==> src/rtl/pipe_stage_buffer.sv <==
// Elastic inter-stage pipeline buffer (DEPTH-entry FIFO) with debug-step enable and flush; 1-cycle latency, no bypass.
// Backpressure: o_ready is "not full" from registered state only, so i_ready never reaches o_ready combinationally.
module pipe_stage_buffer #(
    parameter int CTRL_SIZE = 8,
    parameter int DATA_SIZE = 64,
    parameter int DEPTH     = 2,
    parameter int CNT_SIZE  = $clog2(DEPTH + 1)
) (
    input  logic                 i_clk,
    input  logic                 i_reset,
    input  logic                 i_enable,
    input  logic                 i_flush,
    input  logic                 i_valid,
    output logic                 o_ready,
    input  logic [CTRL_SIZE-1:0] i_ctrl,
    input  logic [DATA_SIZE-1:0] i_data,
    output logic                 o_valid,
    input  logic                 i_ready,
    output logic [CTRL_SIZE-1:0] o_ctrl,
    output logic [DATA_SIZE-1:0] o_data,
    output logic [CNT_SIZE-1:0]  o_count
);

    localparam int                  PTR_W    = (DEPTH > 1) ? $clog2(DEPTH) : 1;
    localparam logic [CNT_SIZE-1:0] FULL_CNT = CNT_SIZE'(DEPTH);

    logic [CTRL_SIZE-1:0] r_ctrl_mem [DEPTH];
    logic [DATA_SIZE-1:0] r_data_mem [DEPTH];
    logic [PTR_W-1:0]     r_wr_ptr;
    logic [PTR_W-1:0]     r_rd_ptr;
    logic [CNT_SIZE-1:0]  r_count;
    logic [PTR_W-1:0]     w_wr_ptr_nxt;
    logic [PTR_W-1:0]     w_rd_ptr_nxt;
    logic                 w_valid;
    logic                 w_ready;
    logic                 w_push;
    logic                 w_pop;

    assign w_valid = (r_count != '0);
    assign w_ready = (r_count < FULL_CNT);
    assign w_push  = i_valid & w_ready & i_enable & ~i_flush;
    assign w_pop   = w_valid & i_ready & i_enable & ~i_flush;

    // Power-of-two depth: pointer wrap is plain overflow; a single entry keeps both pointers at 0.
    assign w_wr_ptr_nxt = (DEPTH == 1) ? '0 : r_wr_ptr + 1'b1;
    assign w_rd_ptr_nxt = (DEPTH == 1) ? '0 : r_rd_ptr + 1'b1;

    always_ff @(posedge i_clk or posedge i_reset) begin
        if (i_reset) begin
            r_count  <= '0;
            r_wr_ptr <= '0;
            r_rd_ptr <= '0;
        end else if (i_flush) begin
            r_count  <= '0;
            r_rd_ptr <= r_wr_ptr;
        end else begin
            if (w_push) r_wr_ptr <= w_wr_ptr_nxt;
            if (w_pop)  r_rd_ptr <= w_rd_ptr_nxt;
            case ({w_push, w_pop})
                2'b10:   r_count <= r_count + 1'b1;
                2'b01:   r_count <= r_count - 1'b1;
                default: r_count <= r_count;
            endcase
        end
    end

    always_ff @(posedge i_clk) begin
        if (w_push) begin
            r_ctrl_mem[r_wr_ptr] <= i_ctrl;
            r_data_mem[r_wr_ptr] <= i_data;
        end
    end

    // An empty buffer presents an all-zero bubble, same as a cleared stage register.
    assign o_ctrl  = w_valid ? r_ctrl_mem[r_rd_ptr] : '0;
    assign o_data  = w_valid ? r_data_mem[r_rd_ptr] : '0;
    assign o_valid = w_valid;
    assign o_ready = w_ready;
    assign o_count = r_count;

    a_no_overflow: assert property (@(posedge i_clk) disable iff (i_reset)
        !(w_push && !w_pop && (r_count == FULL_CNT)));
    a_no_underflow: assert property (@(posedge i_clk) disable iff (i_reset)
        !(w_pop && (r_count == '0)));
    a_count_range: assert property (@(posedge i_clk) disable iff (i_reset)
        (r_count <= FULL_CNT));

endmodule

==> config.mk <==
export PLATFORM = sky130hd
export DESIGN_NAME = pipe_stage_buffer
export DESIGN_NICKNAME = d
export VERILOG_FILES = /design/src/rtl/pipe_stage_buffer.sv
export SDC_FILE = /design/constraint.sdc
export NUM_CORES = 1
export LEC_CHECK = 0
export ABC_CLOCK_PERIOD_IN_PS = 5800
export BUFFER_PORTS_ARGS = -buffer_cell sky130_fd_sc_hd__buf_2
export CAP_MARGIN = 20
export CORE_ASPECT_RATIO = 0.7
export CORE_MARGIN = 2
export CORE_UTILIZATION = 52
export DETAILED_ROUTE_END_ITERATION = 16
export PLACE_DENSITY = 0.75
export SYNTH_ARGS = -nofsm -noshare
export SYNTH_HDL_FRONTEND = slang
export SYNTH_SLANG_ARGS = --single-unit
==> constraint.sdc <==
create_clock -name i_clk -period 5.8 [get_ports i_clk]
set_input_delay 1.16 -clock i_clk [delete_from_list [all_inputs] [get_ports i_clk]]
set_output_delay 1.16 -clock i_clk [all_outputs]
set_load 0.01 [all_outputs]
==> summary.md <==
| Metric | Value |
|---|---|
| CP cell instances | buf_4 > mux2i_1 > nor2_1 > buf_2 |
| Period Utilization, post-route | 62.88% |
| Layout cells sized above 1 | between 30% and 40% |
| Pre-Repair DR Iteration Count | 4 |
| H-tree level count | 4 |
| Hold_buf cts | 0 |
| Critical setup path kind | register to output port |
| Register area | 4428 sq um |
| Area occupied by multi-input gates | 1136 sq um |
| Compound-Gate Fraction of Synth Area | 0.7089% |
| Non-Filler Instances | roughly 640 |
| CP max-delay cell | dfrtp_4 |
| Post-CTS sizing | 0 |
| Max cap viols | 0 |
| Internal power | 2.205 mW |
| Worst-Margin Slew | 0.8951 ns |
| Starting Density | a little over half |
| Worst Skew | 0.007004 ns |
| First-pass GRT wire length | between 15 and 20 mm |
| Final Total Pwr | 2.893 mW |
| Slew Limit Fails | 0 |
| Combinational power share | 13.5% |
| Hold Crit Class | register to register |
| Drt total wl | 10.64 mm |
| Clock Root Buffer | clkbuf_16 |
| Mux share of post-synthesis cell area | a little over an eighth |
| DR iter-0 viols | roughly 180 |
| CP Launch Type | register |
| Post-detail-place hpwl | between 6 and 7 mm |
| CTS max path bufs | 2 |
| Total grt overflow | 0 |
| Fill cells | 749 |
| RePlAce Congestion | 0.8048 |
| Die Wd | 128.6 um |
| Simple-gate share of the synthesized area | 5.560% |
| Top-area cell type share of the netlist area | 76.56% |
| Rel. slew slack | 40.32% |
| Max rail drop VDD | between 300 and 400 uV |
| RSZ-0062 raised after global routing | false |
| Worst-path maximum fanout | 51 |
| Num CTS Buffers | 17 |
| Clock-pin transition on the worst setup and hold timing paths | approximately 0.06 ns |
| Num rows | 31 |
| YS warnings | 0 |
| Area share of xor/xnor cells in the synthesized design | 0.4652% |
| Vias | 3245 |
| Antenna Cells | 0 |
| Highest clock rate | 274.2 MHz |
| Cells after synthesis | 329 |
| Post-Syn Area | 5648 sq um |
| Sw frac | about a quarter |
| Synth area leader | edfxtp_1 |
| Mapped Nets | 407 |
| IO Pins | around 150 |
| Clock power share | 40.1% |
| Vias in the first global route | 3238 |
| Clk sinks | ~150 |
| Nets@finish | ~570 |
| Core Footprint | 10470 sq um |
| PortBufs | 153 |
| Final Util | 68.82% |
| Status | completed |
| Final setup TNS | 0 ns |
| Clk Latency, worst-skew pair | 0.40 ns |
| Required time worst endpoint | approximately 4.6 ns |
| Post-synthesis area per instance | around 17 sq um |
| Dpl cells | 603 |
| Initial antenna violation count | 1 |
| Worst R2R Setup Slack | 3.35 ns |
| Sequential Power Share | 46.3% |
| P&R area growth vs syn | 27.60% |
| Sw Pwr | 0.6878 mW |
| Largest cells by area after synthesis | edfxtp_1, mux2i_1, nor2_1 |
| Largest net degree at the start of global routing | 62 |
| Crit path time final | 3.647 ns |
| CTS tree | built |
| Routed Antenna Nets | 0 |
| Synth cell types | 20 |
| Sequential cell area fraction in the yosys report | 78.33% |
| WL/cell | 16.73 um |
| DR vias/cell | 5.102 |
| Max incr delay on CP | 1.02 ns |
| Arr. time, crit path | 2.49 ns |
| Postcts setup bufs | 0 |
| Die Ht | ~90 um |
| Post-Synth Adder-Cell Area | 0% |
| Most common cell after layout, fill and taps aside | buf_2 |
| Setup Viol. Count Final | 0 |
| Crit path buffers/inverters | 2 |
| Design Area, Final | 7207 sq um |
| Seq cells post-synth | around 150 |
| Pwr per Cell Area | between 400 and 500 nW/um^2 |
| Tot GR Track Use | roughly a fifth |
| Final Hold Viols | 0 |
| Top delay family on crit path | flip-flops |
| Worst setup EP type | output port |
| Die Area | 11720 sq um |
| Area after DPL | approximately 6500 sq um |
| Leak | 2.936 nW |
| Drt drc | 0 |
| Largest family of logic cells by synthesized area | multiplexers |
| Most frequent cells in the layout | buf_2, edfxtp_1, mux2i_1, nor2_1, clkbuf_16 |
## kinds of logic after synthesis
logic type / Yosys count
AND/OR/NAND/NOR: 80
flip-flops: 148
AO/OA/AOI/OAI: 6
buffers and inverters: 19
XOR/XNOR: 3
multiplexers: 73
## layer usage
layer | vias up | GRT usage [%] | wire (um)
li1 | 1551 | - | -
met1 | 1541 | 26.97 | 4983
met2 | 141 | 26.37 | 4670
met3 | 12 | 5.952 | 853
met4 | 0 | 7.790 | 135
met5 | - | 0 | 0
## power groups by stage
stage,Combinational [mW],Sequential (mW),Clock (mW)
floorplan,0.337,1.29,0
global placement,0.384,1.36,0
detailed placement,0.389,1.36,0
CTS,0.392,1.34,1.18
global route,0.426,1.35,1.23
finish,0.392,1.34,1.16
## final timing paths
kind / start / to / cells after the start
worst max register to register: o_count[1] / r_data_mem[1][48] / 4
min in group asynchronous: i_reset / r_wr_ptr / 2
worst max-delay path: r_rd_ptr / o_data[28] / 4
worst min-delay path: r_wr_ptr / r_wr_ptr / 1
worst min register to register: r_wr_ptr / r_wr_ptr / 1
max in group asynchronous: i_reset / r_rd_ptr / 2
## Yosys cell counts
cell type    n
xor2_1       2
buf_4        7
inv_1        4
nand2_1      2
nor2_1      74
o211ai_1     1
a21oi_2      1
mux2_4       1
a311oi_1     1
a21oi_1      1
nor2b_1      1
buf_2        8
nand3b_1     1
mux2i_1     72
nand4b_1     1
o21ai_0      2
nor2_2       1
dfrtp_1      4
xnor2_1      1
edfxtp_1   144
## metrics by stage
stage	hold slack (ns)	setup slack, ns
detailed placement	0.5757	2.542
CTS	0.6034	2.087
finish	0.5924	2.153
floorplan	0.4875	0.7908
global placement	0.5660	2.580
global route	0.6158	2.020
## registers in the layout (all words and copies together) (netlist names)
signal and flops:
r_data_mem 128, r_rd_ptr 1, r_ctrl_mem 16, r_wr_ptr 1
o_count 2
## area by class of cell
class,instances,area share [%]
Multi-Input combinational cell,162,15.76
Clock buffer,18,5.955
Clock inverter,14,2.917
Sequential cell,148,61.44
Timing Repair Buffer,158,11.42
Inverter,4,0.2083
Tap cell,132,2.292
(Power assumes the default switching activity.)
